$ cat src/rtl/harmonic_sequencer_pkg.sv
// Shared definitions for the harmonic sequencer: default sizing, the FSM state
// encoding and the harmonic-to-group mapping.
package harmonic_sequencer_pkg;

  localparam int DEF_NUM_HARMONICS   = 50;
  localparam int DEF_NUM_GROUPS      = 2;
  localparam int DEF_SAMPLE_INTERVAL = 1000;
  localparam int DEF_HARM_W          = 8;
  localparam int DEF_TIMER_W         = 16;

  typedef enum logic [3:0] {
    ST_INIT       = 4'd0,
    ST_SCALE      = 4'd1,
    ST_SCALE_WAIT = 4'd2,
    ST_ADD_START  = 4'd3,
    ST_ADD_WAIT   = 4'd4,
    ST_NEXT       = 4'd5,
    ST_DONE       = 4'd6,
    ST_WAIT_TICK  = 4'd7
  } state_e;

  // Harmonics are dealt round-robin over the adder/scaler groups.
  function automatic int unsigned harm_group(input int unsigned harmonic,
                                             input int unsigned num_groups);
    return harmonic % num_groups;
  endfunction

endpackage

$ cat src/rtl/harmonic_sequencer_if.sv
// Control bus between the harmonic sequencer and its lookup, scaler, adder and
// DAC neighbours. The sequencer sits on the master side.
interface harmonic_sequencer_if
  import harmonic_sequencer_pkg::*;
#(
  parameter int NUM_GROUPS = DEF_NUM_GROUPS,
  parameter int HARM_W     = DEF_HARM_W
);

  logic [HARM_W-1:0]     i_Harmonic_Count;
  logic [NUM_GROUPS-1:0] i_Mute;
  logic                  i_Sample_Ready;
  logic                  i_Freq_Too_High;
  logic [NUM_GROUPS-1:0] i_Scaler_Ready;

  logic [HARM_W-1:0]     o_Harmonic;
  logic                  o_Next_Sample;
  logic [NUM_GROUPS-1:0] o_Scaler_Start;
  logic                  o_Scaler_Reset;
  logic [NUM_GROUPS-1:0] o_Adder_Start;
  logic                  o_Adder_Clear;
  logic                  o_Latch;
  logic                  o_DAC_Send;
  logic                  o_Overrun;
  logic                  o_Busy;

  modport master (
    input  i_Harmonic_Count, i_Mute, i_Sample_Ready, i_Freq_Too_High, i_Scaler_Ready,
    output o_Harmonic, o_Next_Sample, o_Scaler_Start, o_Scaler_Reset, o_Adder_Start,
           o_Adder_Clear, o_Latch, o_DAC_Send, o_Overrun, o_Busy
  );

  modport slave (
    output i_Harmonic_Count, i_Mute, i_Sample_Ready, i_Freq_Too_High, i_Scaler_Ready,
    input  o_Harmonic, o_Next_Sample, o_Scaler_Start, o_Scaler_Reset, o_Adder_Start,
           o_Adder_Clear, o_Latch, o_DAC_Send, o_Overrun, o_Busy
  );

endinterface

$ cat src/rtl/harmonic_sequencer_tick_timer.sv
// Free-running output sample timer; o_Tick is high for the single cycle in
// which the count sits on its last value.
module sample_tick_timer
  import harmonic_sequencer_pkg::*;
#(
  parameter int SAMPLE_INTERVAL = DEF_SAMPLE_INTERVAL,
  parameter int TIMER_W         = DEF_TIMER_W
) (
  input  logic Main_Clock,
  input  logic Reset,
  output logic o_Tick
);

  localparam logic [TIMER_W-1:0] LAST_COUNT = TIMER_W'(SAMPLE_INTERVAL - 1);

  logic [TIMER_W-1:0] r_timer;

  always_ff @(posedge Main_Clock) begin
    if (Reset) begin
      r_timer <= '0;
    end else if (r_timer == LAST_COUNT) begin
      r_timer <= '0;
    end else begin
      r_timer <= r_timer + 1'b1;
    end
  end

  assign o_Tick = (r_timer == LAST_COUNT);

endmodule

$ cat src/rtl/harmonic_sequencer.sv
// Frame sequencer: walks harmonics 0..L-1 through the scaler/adder groups,
// then latches the totals and hands them to the DAC on the next sample tick.
module harmonic_sequencer
  import harmonic_sequencer_pkg::*;
#(
  parameter int NUM_HARMONICS   = DEF_NUM_HARMONICS,
  parameter int NUM_GROUPS      = DEF_NUM_GROUPS,
  parameter int SAMPLE_INTERVAL = DEF_SAMPLE_INTERVAL,
  parameter int HARM_W          = DEF_HARM_W,
  parameter int TIMER_W         = DEF_TIMER_W
) (
  input  logic                 Main_Clock,
  input  logic                 Reset,
  harmonic_sequencer_if.master bus
);

  localparam logic [HARM_W-1:0] MAX_HARM  = HARM_W'(NUM_HARMONICS);
  localparam logic [HARM_W:0]   GROUPS_WX = (HARM_W + 1)'(NUM_GROUPS);

  state_e                r_state;
  logic [HARM_W-1:0]     r_harmonic;
  logic [HARM_W-1:0]     r_limit;
  logic [NUM_GROUPS-1:0] r_scaler_start;
  logic [NUM_GROUPS-1:0] r_adder_start;
  logic                  r_next_sample;
  logic                  r_scaler_reset;
  logic                  r_adder_clear;
  logic                  r_latch;
  logic                  r_dac_send;
  logic                  r_overrun;
  logic                  r_busy;

  logic                  w_tick;
  logic [HARM_W:0]       w_harm_inc;
  logic [HARM_W-1:0]     w_limit;
  int unsigned           w_cur_group;
  int unsigned           w_inc_group;
  logic [NUM_GROUPS-1:0] w_cur_onehot;
  logic [NUM_GROUPS-1:0] w_inc_onehot;

  sample_tick_timer #(
    .SAMPLE_INTERVAL (SAMPLE_INTERVAL),
    .TIMER_W         (TIMER_W)
  ) u_tick_timer (
    .Main_Clock (Main_Clock),
    .Reset      (Reset),
    .o_Tick     (w_tick)
  );

  // One extra bit so the index+1 compare never wraps.
  assign w_harm_inc  = {1'b0, r_harmonic} + 1'b1;
  assign w_cur_group = harm_group(32'(r_harmonic), NUM_GROUPS);
  assign w_inc_group = harm_group(32'(w_harm_inc), NUM_GROUPS);

  for (genvar gi = 0; gi < NUM_GROUPS; gi++) begin : g_group
    assign w_cur_onehot[gi] = (w_cur_group == unsigned'(gi));
    assign w_inc_onehot[gi] = (w_inc_group == unsigned'(gi));
  end

  always_comb begin
    w_limit = bus.i_Harmonic_Count;
    if (bus.i_Harmonic_Count == '0) begin
      w_limit = HARM_W'(1);
    end else if (bus.i_Harmonic_Count > MAX_HARM) begin
      w_limit = MAX_HARM;
    end
  end

  always_ff @(posedge Main_Clock) begin
    if (Reset) begin
      r_state        <= ST_INIT;
      r_harmonic     <= '0;
      r_limit        <= HARM_W'(1);
      r_scaler_start <= '0;
      r_adder_start  <= '0;
      r_next_sample  <= 1'b0;
      r_scaler_reset <= 1'b0;
      r_adder_clear  <= 1'b0;
      r_latch        <= 1'b0;
      r_dac_send     <= 1'b0;
      r_overrun      <= 1'b0;
      r_busy         <= 1'b0;
    end else begin
      r_scaler_start <= '0;
      r_adder_start  <= '0;
      r_next_sample  <= 1'b0;
      r_scaler_reset <= 1'b0;
      r_adder_clear  <= 1'b0;
      r_latch        <= 1'b0;
      r_dac_send     <= 1'b0;
      r_overrun      <= w_tick && (r_state != ST_WAIT_TICK);
      r_busy         <= 1'b1;

      case (r_state)
        ST_INIT: begin
          r_harmonic <= '0;
          r_limit    <= w_limit;
          r_state    <= ST_ADD_START;
        end
        ST_SCALE: begin
          r_state <= ST_SCALE_WAIT;
        end
        ST_SCALE_WAIT: begin
          if (|(bus.i_Scaler_Ready & w_cur_onehot)) begin
            r_state <= ST_ADD_START;
          end
        end
        ST_ADD_START: begin
          if (bus.i_Sample_Ready) begin
            r_adder_start <= w_cur_onehot & ~bus.i_Mute;
            r_state       <= ST_ADD_WAIT;
          end
        end
        ST_ADD_WAIT: begin
          r_state <= ST_NEXT;
        end
        ST_NEXT: begin
          r_harmonic    <= w_harm_inc[HARM_W-1:0];
          r_next_sample <= 1'b1;
          if ((w_harm_inc >= {1'b0, r_limit}) || bus.i_Freq_Too_High) begin
            r_state <= ST_DONE;
            r_latch <= 1'b1;
          end else if (w_harm_inc >= GROUPS_WX) begin
            // Later harmonics of a group need the scaler stepped first.
            r_state        <= ST_SCALE;
            r_scaler_start <= w_inc_onehot;
          end else begin
            r_state <= ST_ADD_START;
          end
        end
        ST_DONE: begin
          r_adder_clear <= 1'b1;
          r_busy        <= 1'b0;
          r_state       <= ST_WAIT_TICK;
        end
        ST_WAIT_TICK: begin
          r_busy <= 1'b0;
          if (w_tick) begin
            r_dac_send     <= 1'b1;
            r_scaler_reset <= 1'b1;
            r_next_sample  <= 1'b1;
            r_busy         <= 1'b1;
            r_state        <= ST_INIT;
          end
        end
        default: begin
          r_state <= ST_INIT;
        end
      endcase
    end
  end

  assign bus.o_Harmonic     = r_harmonic;
  assign bus.o_Next_Sample  = r_next_sample;
  assign bus.o_Scaler_Start = r_scaler_start;
  assign bus.o_Scaler_Reset = r_scaler_reset;
  assign bus.o_Adder_Start  = r_adder_start;
  assign bus.o_Adder_Clear  = r_adder_clear;
  assign bus.o_Latch        = r_latch;
  assign bus.o_DAC_Send     = r_dac_send;
  assign bus.o_Overrun      = r_overrun;
  assign bus.o_Busy         = r_busy;

endmodule

$ cat src/flat_wrapper.sv
// flat-port wrapper written by rule: the top's interface ports become plain ports
module harmonic_sequencer_flat import harmonic_sequencer_pkg::*;
#(
  parameter int NUM_HARMONICS   = DEF_NUM_HARMONICS,
  parameter int NUM_GROUPS      = DEF_NUM_GROUPS,
  parameter int SAMPLE_INTERVAL = DEF_SAMPLE_INTERVAL,
  parameter int HARM_W          = DEF_HARM_W,
  parameter int TIMER_W         = DEF_TIMER_W
)
  (Main_Clock, Reset, bus_i_Harmonic_Count, bus_i_Mute, bus_i_Sample_Ready, bus_i_Freq_Too_High, bus_i_Scaler_Ready, bus_o_Harmonic, bus_o_Next_Sample, bus_o_Scaler_Start, bus_o_Scaler_Reset, bus_o_Adder_Start, bus_o_Adder_Clear, bus_o_Latch, bus_o_DAC_Send, bus_o_Overrun, bus_o_Busy);
  harmonic_sequencer_if #(.NUM_GROUPS(NUM_GROUPS), .HARM_W(HARM_W)) bus_i ();
  input  logic Main_Clock;
  input  logic Reset;
  input wire logic [$bits(bus_i.i_Harmonic_Count)-1:0] bus_i_Harmonic_Count;
  input wire logic [$bits(bus_i.i_Mute)-1:0] bus_i_Mute;
  input wire logic [$bits(bus_i.i_Sample_Ready)-1:0] bus_i_Sample_Ready;
  input wire logic [$bits(bus_i.i_Freq_Too_High)-1:0] bus_i_Freq_Too_High;
  input wire logic [$bits(bus_i.i_Scaler_Ready)-1:0] bus_i_Scaler_Ready;
  output wire logic [$bits(bus_i.o_Harmonic)-1:0] bus_o_Harmonic;
  output wire logic [$bits(bus_i.o_Next_Sample)-1:0] bus_o_Next_Sample;
  output wire logic [$bits(bus_i.o_Scaler_Start)-1:0] bus_o_Scaler_Start;
  output wire logic [$bits(bus_i.o_Scaler_Reset)-1:0] bus_o_Scaler_Reset;
  output wire logic [$bits(bus_i.o_Adder_Start)-1:0] bus_o_Adder_Start;
  output wire logic [$bits(bus_i.o_Adder_Clear)-1:0] bus_o_Adder_Clear;
  output wire logic [$bits(bus_i.o_Latch)-1:0] bus_o_Latch;
  output wire logic [$bits(bus_i.o_DAC_Send)-1:0] bus_o_DAC_Send;
  output wire logic [$bits(bus_i.o_Overrun)-1:0] bus_o_Overrun;
  output wire logic [$bits(bus_i.o_Busy)-1:0] bus_o_Busy;
  assign bus_i.i_Harmonic_Count = bus_i_Harmonic_Count;
  assign bus_i.i_Mute = bus_i_Mute;
  assign bus_i.i_Sample_Ready = bus_i_Sample_Ready;
  assign bus_i.i_Freq_Too_High = bus_i_Freq_Too_High;
  assign bus_i.i_Scaler_Ready = bus_i_Scaler_Ready;
  assign bus_o_Harmonic = bus_i.o_Harmonic;
  assign bus_o_Next_Sample = bus_i.o_Next_Sample;
  assign bus_o_Scaler_Start = bus_i.o_Scaler_Start;
  assign bus_o_Scaler_Reset = bus_i.o_Scaler_Reset;
  assign bus_o_Adder_Start = bus_i.o_Adder_Start;
  assign bus_o_Adder_Clear = bus_i.o_Adder_Clear;
  assign bus_o_Latch = bus_i.o_Latch;
  assign bus_o_DAC_Send = bus_i.o_DAC_Send;
  assign bus_o_Overrun = bus_i.o_Overrun;
  assign bus_o_Busy = bus_i.o_Busy;
  harmonic_sequencer #(.NUM_HARMONICS(NUM_HARMONICS), .NUM_GROUPS(NUM_GROUPS), .SAMPLE_INTERVAL(SAMPLE_INTERVAL), .HARM_W(HARM_W), .TIMER_W(TIMER_W)) u_core (.Main_Clock(Main_Clock), .Reset(Reset), .bus(bus_i));
endmodule
$ cat config.mk
export PLATFORM = sky130hd
export DESIGN_NAME = harmonic_sequencer_flat
export DESIGN_NICKNAME = d
export VERILOG_FILES = /design/src/rtl/harmonic_sequencer_pkg.sv /design/src/rtl/harmonic_sequencer_if.sv /design/src/rtl/harmonic_sequencer_tick_timer.sv /design/src/rtl/harmonic_sequencer.sv /design/src/flat_wrapper.sv
export SDC_FILE = /design/constraint.sdc
export NUM_CORES = 1
export LEC_CHECK = 0
export BUFFER_PORTS_ARGS = -buffer_cell sky130_fd_sc_hd__buf_2
export CAP_MARGIN = 20
export CORE_MARGIN = 4
export CORE_UTILIZATION = 55
export DETAILED_ROUTE_END_ITERATION = 10
export HOLD_SLACK_MARGIN = 0.08
export PLACE_DENSITY = 0.87
export RECOVER_POWER = 25
export SYNTH_ARGS = -nofsm -noshare
export SYNTH_HDL_FRONTEND = slang
export SYNTH_HIERARCHICAL = 1
export SYNTH_SLANG_ARGS = --single-unit
$ cat constraint.sdc
create_clock -name Main_Clock -period 3.5 [get_ports Main_Clock]
set_input_delay 0.175 -clock Main_Clock [delete_from_list [all_inputs] [get_ports Main_Clock]]
set_output_delay 0.175 -clock Main_Clock [all_outputs]
set_load 0.05 [all_outputs]
==> impl_metrics.tcl, run 1 <==
set metrics [dict create \
    outcome "complete, no violations" \
    synth_edf_count 0 \
    setup_ws_ps 773 \
    period_minus_slack_ps 2730 \
    r2r_slack_ps 770 \
    synthesis.nets 311 \
    fin_tns_setup_ps 0 \
    maxCapViolCount 0 \
    post_cts_buffers 0 \
    p_total_uw 961 \
    dpl.hpwl_um 3700 \
    synth_cells 284 \
    final_cell_count_no_fill 361 \
    grt_pass1_wl_um 8460 \
    cp-start-kind "flip-flop" \
    holdPathStages 3 \
    hold_path_end "u_core/r_limit[2]$_SDFFE_PP0N_" \
    routed_via_density 5.85 \
    r2r-start "u_core/bus.o_Harmonic[0]$_SDFFE_PP0P_" \
    yosysSeqAreaShare_pct 37.5 \
    final_util_pct 63.1 \
    setup_violations 0 \
    num_rows 23 \
    path_clk_slew_ps 90 \
    period_share_pct 77.9 \
    path_common_cell "ha_1" \
    nets 338 \
    ir_drop_mv 0.287 \
    initial_utilization_pct 58.4 \
    ctsResizeCount 0 \
    syn_area_um2 2400 \
    final_area_um2 2600 \
    max_freq_mhz 367 \
    syn_to_final_growth_pct 8.18 \
    vias 2111 \
    rsz0062_at_grt "no" \
    clock_path_buffers 2 \
    wl_per_cell_um 14.2 \
    gp_congestion 0.904 \
    cp_data_required_time_ps 3660 \
    htree_levels 2 \
    synth_ff_type "dfxtp_1" \
    hold_viol 0 \
    slew_headroom_pct 41.4 \
    setup.worst_path.class "reg2reg" \
    async_flop_share_pct 0 \
    crit_family "compound AO/OA/AOI/OAI gates" \
    place_area_um2 2510 \
    power_leakage_nw 0.981 \
    r2r_end "u_core/r_state[1]$_SDFFE_PP0P_" \
    maxSlewViolCount 0 \
    cts-buffers-inserted 5 \
    antenna_cells 0 \
    die-area_um2 5490 \
    layout.cells.most_common_list "dfxtp_1 (45), nor2_1 (35), nand2_1 (22)" \
    ys_types 56 \
    grtUsageTotal_pct 19.5 \
    clock_latency_ps 290 \
    drc 0 \
    dp_slack_ps 787 \
    grt-ovfl-total 0 \
    drive_above_1_share_pct 13.5 \
    min-delay-start "bus_i_Harmonic_Count[2]" \
    antenna_found_initial 0 \
    clock_sinks 45 \
    rr_worst_depth 9 \
    io_buffers 34 \
    p_per_area_nw_per_um2 370 \
    whs_ps 138 \
    detail_route.iter0.violations 178 \
    io_pins 35 \
    max_stage_delay_ps 670 \
    core_um2 4120 \
    critPathCaptureType "flip-flop" \
    arrival_ps 2890 \
    drt-total-wl_um 5140 \
    syn_avg_cell_area_um2 8.46 \
    hp-class "in2reg" \
    worstMarginPinSlew_ps 873 \
    cp_max_fo 16 \
    drt-pass1-iter-count 4 \
    path_depth 9 \
    die_x_um 74.1 \
    dpl.cell_count 352 \
    cp_cell_sequence "ha_1 > nand3_1 > xnor2_1 > ha_1 > a2111o_1 > a31oi_1 > a32o_2 > nor4b_4 > a2111oi_2" \
    cts_tree "built" \
    ant_nets 0 \
    fp.dieH_um 74.1 \
    cts_root_buf "clkbuf_8" \
    fillers 361 \
    first_global_vias 1904 \
    final_common_cell "dfxtp_1" \
    skew_ps 14.7 \
    yosys_warnings 6 \
    yosys.area.top_type "dfxtp_1" \
    synthTopCellsByArea "dfxtp_1 (38%), ha_1 (5.7%), nor2_1 (5.5%)" \
    grt_max_degree 31 \
    synth_top_cell_area_share_pct 37.5 \
    path_buf_inv 0 \
    synth-seq-cells 45 \
    cp_slowest_cell "dfxtp_1" \
]
==> flip-flops by register name, summed over array words and instances, names as in the netlist <==
| name | flops |
|---|---|
| u_core/bus.o_Adder_Clear | 1 |
| u_core/bus.o_Adder_Start | 2 |
| u_core/bus.o_Busy | 1 |
| u_core/bus.o_DAC_Send | 1 |
| u_core/bus.o_Harmonic | 8 |
| u_core/bus.o_Latch | 1 |
| u_core/bus.o_Next_Sample | 1 |
| u_core/bus.o_Overrun | 1 |
| u_core/bus.o_Scaler_Start | 2 |
| u_core/r_limit | 8 |
| u_core/r_state | 3 |
| u_core/u_tick_timer/r_timer | 16 |
==> worst max path at each step <==
stage | from | to | slack (ps)
after floorplan | u_core/bus.o_Harmonic[4]$_SDFFE_PP0P_ | u_core/r_state[1]$_SDFFE_PP0P_ | 630
after global placement | u_core/bus.o_Harmonic[4]$_SDFFE_PP0P_ | u_core/r_state[1]$_SDFFE_PP0P_ | 900
after detailed placement | u_core/bus.o_Harmonic[0]$_SDFFE_PP0P_ | u_core/r_state[1]$_SDFFE_PP0P_ | 790
after CTS | u_core/bus.o_Harmonic[0]$_SDFFE_PP0P_ | u_core/r_state[1]$_SDFFE_PP0P_ | 790
after global routing | u_core/bus.o_Harmonic[0]$_SDFFE_PP0P_ | u_core/bus.o_Scaler_Start[0]$_SDFF_PP0_ | 530
final | u_core/bus.o_Harmonic[0]$_SDFFE_PP0P_ | u_core/r_state[1]$_SDFFE_PP0P_ | 770
==> per-layer routing <==
layer / global-route usage (%) / up-vias / part of all wire (%)
met2: 32.4 / 60 / 47
met4: 7.24 / 0 / 0.95
li1: - / 1056 / -
met3: 3.65 / 4 / 6.9
met1: 25.2 / 991 / 45
met5: 0 / - / 0
==> repair_timing <==
action                                  in CTS  in global routing
endpoints found under the setup margin       0                  0
endpoints found under the hold margin        2                  0
hold buffers                                 2                  0
==> layout make-up <==
type | instances | area [µm²] | area share, %
Clock buffer | 5 | 68.8 | 2.65
Clock inverter | 2 | 16.3 | 0.626
Inverter | 14 | 52.6 | 2.02
Multi-Input combinational cell | 209 | 1320 | 50.9
Sequential cell | 45 | 901 | 34.7
Tap cell | 50 | 62.6 | 2.41
Timing Repair Buffer | 36 | 174 | 6.69
==> cells in the mapped netlist, types with 3 or more instances <==
cell type	count
nor4_1	4
clkbuf_2	3
inv_1	14
or3_1	7
a21oi_1	15
clkbuf_1	4
nand2_1	22
xnor2_1	10
nand3_1	15
o21ai_0	14
xor2_1	7
and3_1	3
nor2_1	35
dfxtp_1	45
nor3_1	11
ha_1	11
nand4_1	6
a211oi_1	4
nor3b_1	3
==> report_power, final <==
group / leakage [nW] / internal [mW] / switching (mW)
combinational: 0.576 / 0.0410 / 0.0637
sequential: 0.365 / 0.526 / 0.0179
clock: 0.0402 / 0.138 / 0.174
total: 0.981 / 0.705 / 0.256
==> logic make-up (layout without fill, tap and decap cells) <==
| group | Yosys count | after routing | synth area share (%) |
|---|---|---|---|
| fa+ha+maj | 11 | 11 | 5.73 |
| mux | 2 | 2 | 0.937 |
| flops | 45 | 45 | 37.5 |
| simple gates | 128 | 128 | 28.6 |
| xor+xnor | 17 | 17 | 6.20 |
| compound gates | 51 | 51 | 13.6 |
| buf+inv | 30 | 57 | 7.40 |
==> worst reg2reg max path, delay by kind of cell (launching register included) <==
kind	cells	cell delay [ps]
flops	1	670
compound gates	4	840
simple gates	2	380
xor+xnor	1	160
fa+ha+maj	2	540
Note: power is estimated with default switching activity, not from simulation.
==> run 2: changes to the inputs <==
clock period = 2.65 ns   (was 3.5 ns; I/O delays follow)
==> impl_metrics.tcl, run 2 (synthesis results as in run 1) <==
set metrics [dict create \
    cp_data_required_time_ps 2820 \
    dp_slack_ps 96.0 \
    arrival_ps 2720 \
    cts-buffers-inserted 5 \
    num_rows 23 \
    clock_path_buffers 2 \
    p_sw_uw 340 \
    p_per_area_nw_per_um2 501 \
    hp-class "in2reg" \
    htree_levels 2 \
    cp_cell_sequence "and3_2 > and3_2 > xor2_1 > ha_1 > a2111o_1 > a31oi_1 > a32o_2 > nor4b_4 > a2111oi_2" \
    wl_per_cell_um 14.0 \
    skew_ps 6.33 \
    core_um2 4120 \
    drc 0 \
    period_minus_slack_ps 2560 \
    cts_tree "built" \
    cts_root_buf "clkbuf_8" \
    cp_max_fo 8 \
    ff_latch_area_um2 912 \
    clock_sinks 45 \
    path_clk_slew_ps 80 \
    final_common_cell "dfxtp_1" \
    grtUsageTotal_pct 20.4 \
    setup_ws_ps 94.7 \
    cp-start-kind "flip-flop" \
    maxCapViolCount 0 \
    hold_viol 0 \
    combPwrFrac_pct 10.7 \
    layout.cells.most_common_list "dfxtp_1 (42), nor2_1 (35), nand2_1 (22)" \
    syn_to_final_growth_pct 10.9 \
    largest_reg_flops 16 \
    drt-pass1-iter-count 4 \
    drive_above_1_share_pct 15.5 \
    crit_family "compound AO/OA/AOI/OAI gates" \
    clkPwrFrac_pct 35.8 \
    ant_nets 0 \
    io_pins 35 \
    first_global_vias 1969 \
    initial_utilization_pct 58.4 \
    max_freq_mhz 391 \
    slew_headroom_pct 56.6 \
    dpl.hpwl_um 3760 \
    antenna_found_initial 0 \
    gp_congestion 0.859 \
    ir_drop_mv 0.315 \
    vias 2126 \
    clock_latency_ps 300 \
    grt_pass1_wl_um 8740 \
    antenna_cells 0 \
    cp_slowest_cell "a2111o_1" \
    die-area_um2 5490 \
    period_share_pct 96.4 \
    setup_violations 0 \
    critPathCaptureType "flip-flop" \
    path_buf_inv 0 \
    outcome "complete, no violations" \
    drt-total-wl_um 5140 \
    io_buffers 34 \
    fillers 347 \
    max_stage_delay_ps 410 \
    power_leakage_nw 1.01 \
    multi_input_area_um2 1330 \
    nets 342 \
    final_util_pct 64.7 \
    grt-ovfl-total 0 \
    maxSlewViolCount 0 \
    die_x_um 74.1 \
    routed_via_density 5.81 \
    detail_route.iter0.violations 139 \
    swShare_pct 25.5 \
    path_common_cell "and3_2" \
    largest-register "u_core/u_tick_timer/r_timer" \
    p_int_uw 995 \
    fp.dieH_um 74.1 \
    pwr-share-seq_pct 53.5 \
    grt_max_degree 31 \
    worstMarginPinSlew_ps 654 \
    setup.worst_path.class "reg2reg" \
]
[run 2: cell types whose count changed in the layout (fill, tap and decap cells not counted), moves of 3 or more]
cell	before	now
clkbuf_1	13	16
dfxtp_1	45	42
dfxtp_4	0	3
buf_4	0	3
[run 2: timing repair]
item                                   in CTS  in global routing
setup endpoints to repair                   0                  3
hold buffers                                2                  0
setup buffers                               0                  1
gates resized for setup                     0                  3
endpoints found under the hold margin       2                  0
[run 2: layout make-up]
| cell class | count | area share, % |
|---|---|---|
| Inverter | 14 | 1.97 |
| Tap cell | 50 | 2.35 |
| Multi-Input combinational cell | 209 | 50.0 |
| Clock buffer | 7 | 3.66 |
| Timing Repair Buffer | 40 | 7.47 |
| Sequential cell | 45 | 34.2 |
| Clock inverter | 1 | 0.329 |
[run 2: worst paths after layout]
kind                                         start                             end  slack [ps]  cells after the start
min                        bus_i_Harmonic_Count[2]  u_core/r_limit[2]$_SDFFE_PP0N_         100                      3
max          u_core/bus.o_Harmonic[4]$_SDFFE_PP0P_  u_core/r_state[1]$_SDFFE_PP0P_          90                      9
min reg2reg         u_core/r_limit[7]$_SDFFE_PP0N_  u_core/r_limit[7]$_SDFFE_PP0N_         460                      2
max reg2reg  u_core/bus.o_Harmonic[4]$_SDFFE_PP0P_  u_core/r_state[1]$_SDFFE_PP0P_          90                      9
[run 2: worst min-delay path, delay by kind of cell]
kind	cells	cell delay [ps]
AOI/OAI and AO/OA	1	60
and+or+nand+nor	1	60
buffers and inverters	1	110
[run 2: stage by stage]
| stage | std cells | setup TNS (ps) | area (µm²) | hold WS [ps] | power (mW) |
|---|---|---|---|---|---|
| floorplan | 284 | 0 | 2410 | 209 | 0.838 |
| global placement | 355 | 0 | 2540 | 298 | 0.865 |
| detailed placement | 355 | 0 | 2540 | 301 | 0.870 |
| CTS | 365 | 0 | 2670 | 89.8 | 1.35 |
| global route | 366 | -18.6 | 2660 | 125 | 1.40 |
| finish | 366 | 0 | 2660 | 98.4 | 1.34 |
[run 2: power groups by stage]
stage	sequential, mW	clock [mW]	combinational, mW
floorplan	0.726	0	0.112
global placement	0.730	0	0.135
detailed placement	0.731	0	0.139
CTS	0.715	0.493	0.142
global route	0.719	0.518	0.160
finish	0.714	0.478	0.142
[run 2: metal layers]
layer / track usage, % / share of wire, % / vias up
li1: - / - / 1066
met1: 26.8 / 47 / 996
met2: 31.6 / 45 / 54
met3: 4.59 / 5.5 / 10
met4: 9.86 / 1.8 / 0
met5: 0 / 0 / -
==> run 3: changes to the inputs <==
CTS_BUF_LIST = sky130_fd_sc_hd__clkbuf_2   (was not set)
==> impl_metrics.tcl, run 3 (synthesis results as in run 1) <==
set metrics [dict create \
    maxCapViolCount 0 \
    antenna_found_initial 0 \
    vias 2189 \
    grt_max_degree 31 \
    ant_nets 0 \
    initial_utilization_pct 58.4 \
    critPathCaptureType "flip-flop" \
    io_pins 35 \
    grt-ovfl-total 0 \
    power_leakage_nw 1.06 \
    core_um2 4120 \
    swShare_pct 26.6 \
    grtUsageTotal_pct 21.2 \
    hold_viol 0 \
    largest_reg_flops 16 \
    arrival_ps 2890 \
    nets 353 \
    die_x_um 74.1 \
    cts_tree "built" \
    cp_slowest_cell "dfxtp_4" \
    final_common_cell "dfxtp_1" \
    cp-start-kind "flip-flop" \
    setup.worst_path.class "reg2reg" \
    hp-class "in2reg" \
    syn_to_final_growth_pct 14.0 \
    path_buf_inv 0 \
    cp_cell_sequence "and3_2 > and3_2 > xor2_1 > ha_1 > a2111o_1 > a31oi_1 > a32o_2 > nand2_1 > nor4b_2" \
    worstMarginPinSlew_ps 608 \
    final_area_um2 2740 \
    clock_path_buffers 2 \
    grt_pass1_wl_um 9130 \
    drt-pass1-iter-count 4 \
    p_sw_uw 335 \
    ir_drop_mv 0.272 \
    cp_data_required_time_ps 2990 \
    first_global_vias 2063 \
    routedLengthMet1_um 2490 \
    final_util_pct 66.5 \
    slew_headroom_pct 59.6 \
    wl_per_cell_um 14.5 \
    dpl.hpwl_um 3760 \
    clkPwrFrac_pct 31.0 \
    clock_latency_ps 420 \
    outcome "complete, no violations" \
    cts-buffers-inserted 5 \
    cp_max_fo 5 \
    wl_met3_um 336 \
    antenna_cells 0 \
    p_per_area_nw_per_um2 461 \
    drive_above_1_share_pct 16.5 \
    p_int_uw 925 \
    maxSlewViolCount 0 \
    cts_root_buf "clkbuf_2" \
    skew_ps 23.6 \
    combPwrFrac_pct 12.2 \
    routed_via_density 5.81 \
    path_common_cell "and3_2" \
    drc 0 \
    io_buffers 34 \
    drt-total-wl_um 5470 \
    layout.cells.most_common_list "dfxtp_1 (42), nor2_1 (35), buf_2 (23)" \
    num_rows 23 \
    path_clk_slew_ps 220 \
    period_minus_slack_ps 2550 \
    detail_route.iter0.violations 140 \
    pwr-share-seq_pct 56.9 \
    htree_levels 2 \
    setup_violations 0 \
    max_freq_mhz 392 \
    largest-register "u_core/u_tick_timer/r_timer" \
    die-area_um2 5490 \
    routed.top_layer "met4" \
    fillers 344 \
    route.met2.wl_um 2550 \
    place_area_um2 2540 \
    gp_congestion 0.859 \
    clock_sinks 45 \
    max_stage_delay_ps 410 \
    crit_family "simple AND/OR/NAND/NOR gates" \
    period_share_pct 96.3 \
    fp.dieH_um 74.1 \
]
-- run 3: layout make-up --
| cell class | count | area (µm²) | area share [%] |
|---|---|---|---|
| clock buffers | 6 | 30.0 | 1.10 |
| clock inverters | 2 | 38.8 | 1.42 |
| inverters | 14 | 52.6 | 1.92 |
| multi-input cells | 209 | 1330 | 48.6 |
| flip-flops and latches | 45 | 912 | 33.3 |
| well taps | 50 | 62.6 | 2.29 |
| repair buffers | 51 | 310 | 11.3 |
-- run 3: repair_timing --
action                                  CTS  global route
gates resized for setup                   0             3
setup buffers                             0             2
hold buffers                             12             0
endpoints found under the setup margin    0             3
endpoints found under the hold margin     8             0
-- run 3: layer usage --
metal  global-route usage [%]  vias up
li1                         -     1089
met1                     27.4     1032
met4                     11.5        0
met2                     33.7       59
met3                     3.78        9
met5                        0        -
-- run 3: per-stage QoR --
stage | hold slack (ps) | setup slack (ps) | setup TNS (ps) | std cells | total power, mW
floorplan | 209 | 33.8 | 0 | 284 | 0.838
global route | 93.7 | -32.4 | -32.4 | 377 | 1.32
finish | 114 | 96.9 | 0 | 377 | 1.26
detailed placement | 301 | 96.0 | 0 | 355 | 0.870
CTS | 80.9 | 67.0 | 0 | 375 | 1.27
global placement | 298 | 173 | 0 | 355 | 0.865
-- run 3: final timing paths --
path	from	end	slack, ps	cells after the start
max	u_core/bus.o_Harmonic[4]$_SDFFE_PP0P_	u_core/bus.o_Scaler_Start[0]$_SDFF_PP0_	100	9
min	bus_i_Harmonic_Count[6]	u_core/r_limit[5]$_SDFFE_PP0N_	110	3
max reg2reg	u_core/bus.o_Harmonic[4]$_SDFFE_PP0P_	u_core/bus.o_Scaler_Start[0]$_SDFF_PP0_	100	9
min reg2reg	u_core/r_limit[7]$_SDFFE_PP0N_	u_core/r_limit[7]$_SDFFE_PP0N_	470	2
-- run 3: worst reg2reg max path: cells and delay by family (launching register included) --
| kind | cells | cell delay, ps |
|---|---|---|
| simple gates | 4 | 810 |
| compound gates | 3 | 810 |
| flops | 1 | 410 |
| fa+ha+maj | 1 | 300 |
| xor+xnor | 1 | 150 |
-- run 3: power groups by stage --
| stage | clock, mW | sequential [mW] | combinational, mW |
|---|---|---|---|
| 2_1_floorplan | 0 | 0.726 | 0.112 |
| 3_3_place_gp | 0 | 0.730 | 0.135 |
| 3_5_place_dp | 0 | 0.731 | 0.139 |
| 4_1_cts | 0.401 | 0.718 | 0.150 |
| 5_1_grt | 0.430 | 0.722 | 0.169 |
| 6_report | 0.390 | 0.717 | 0.153 |
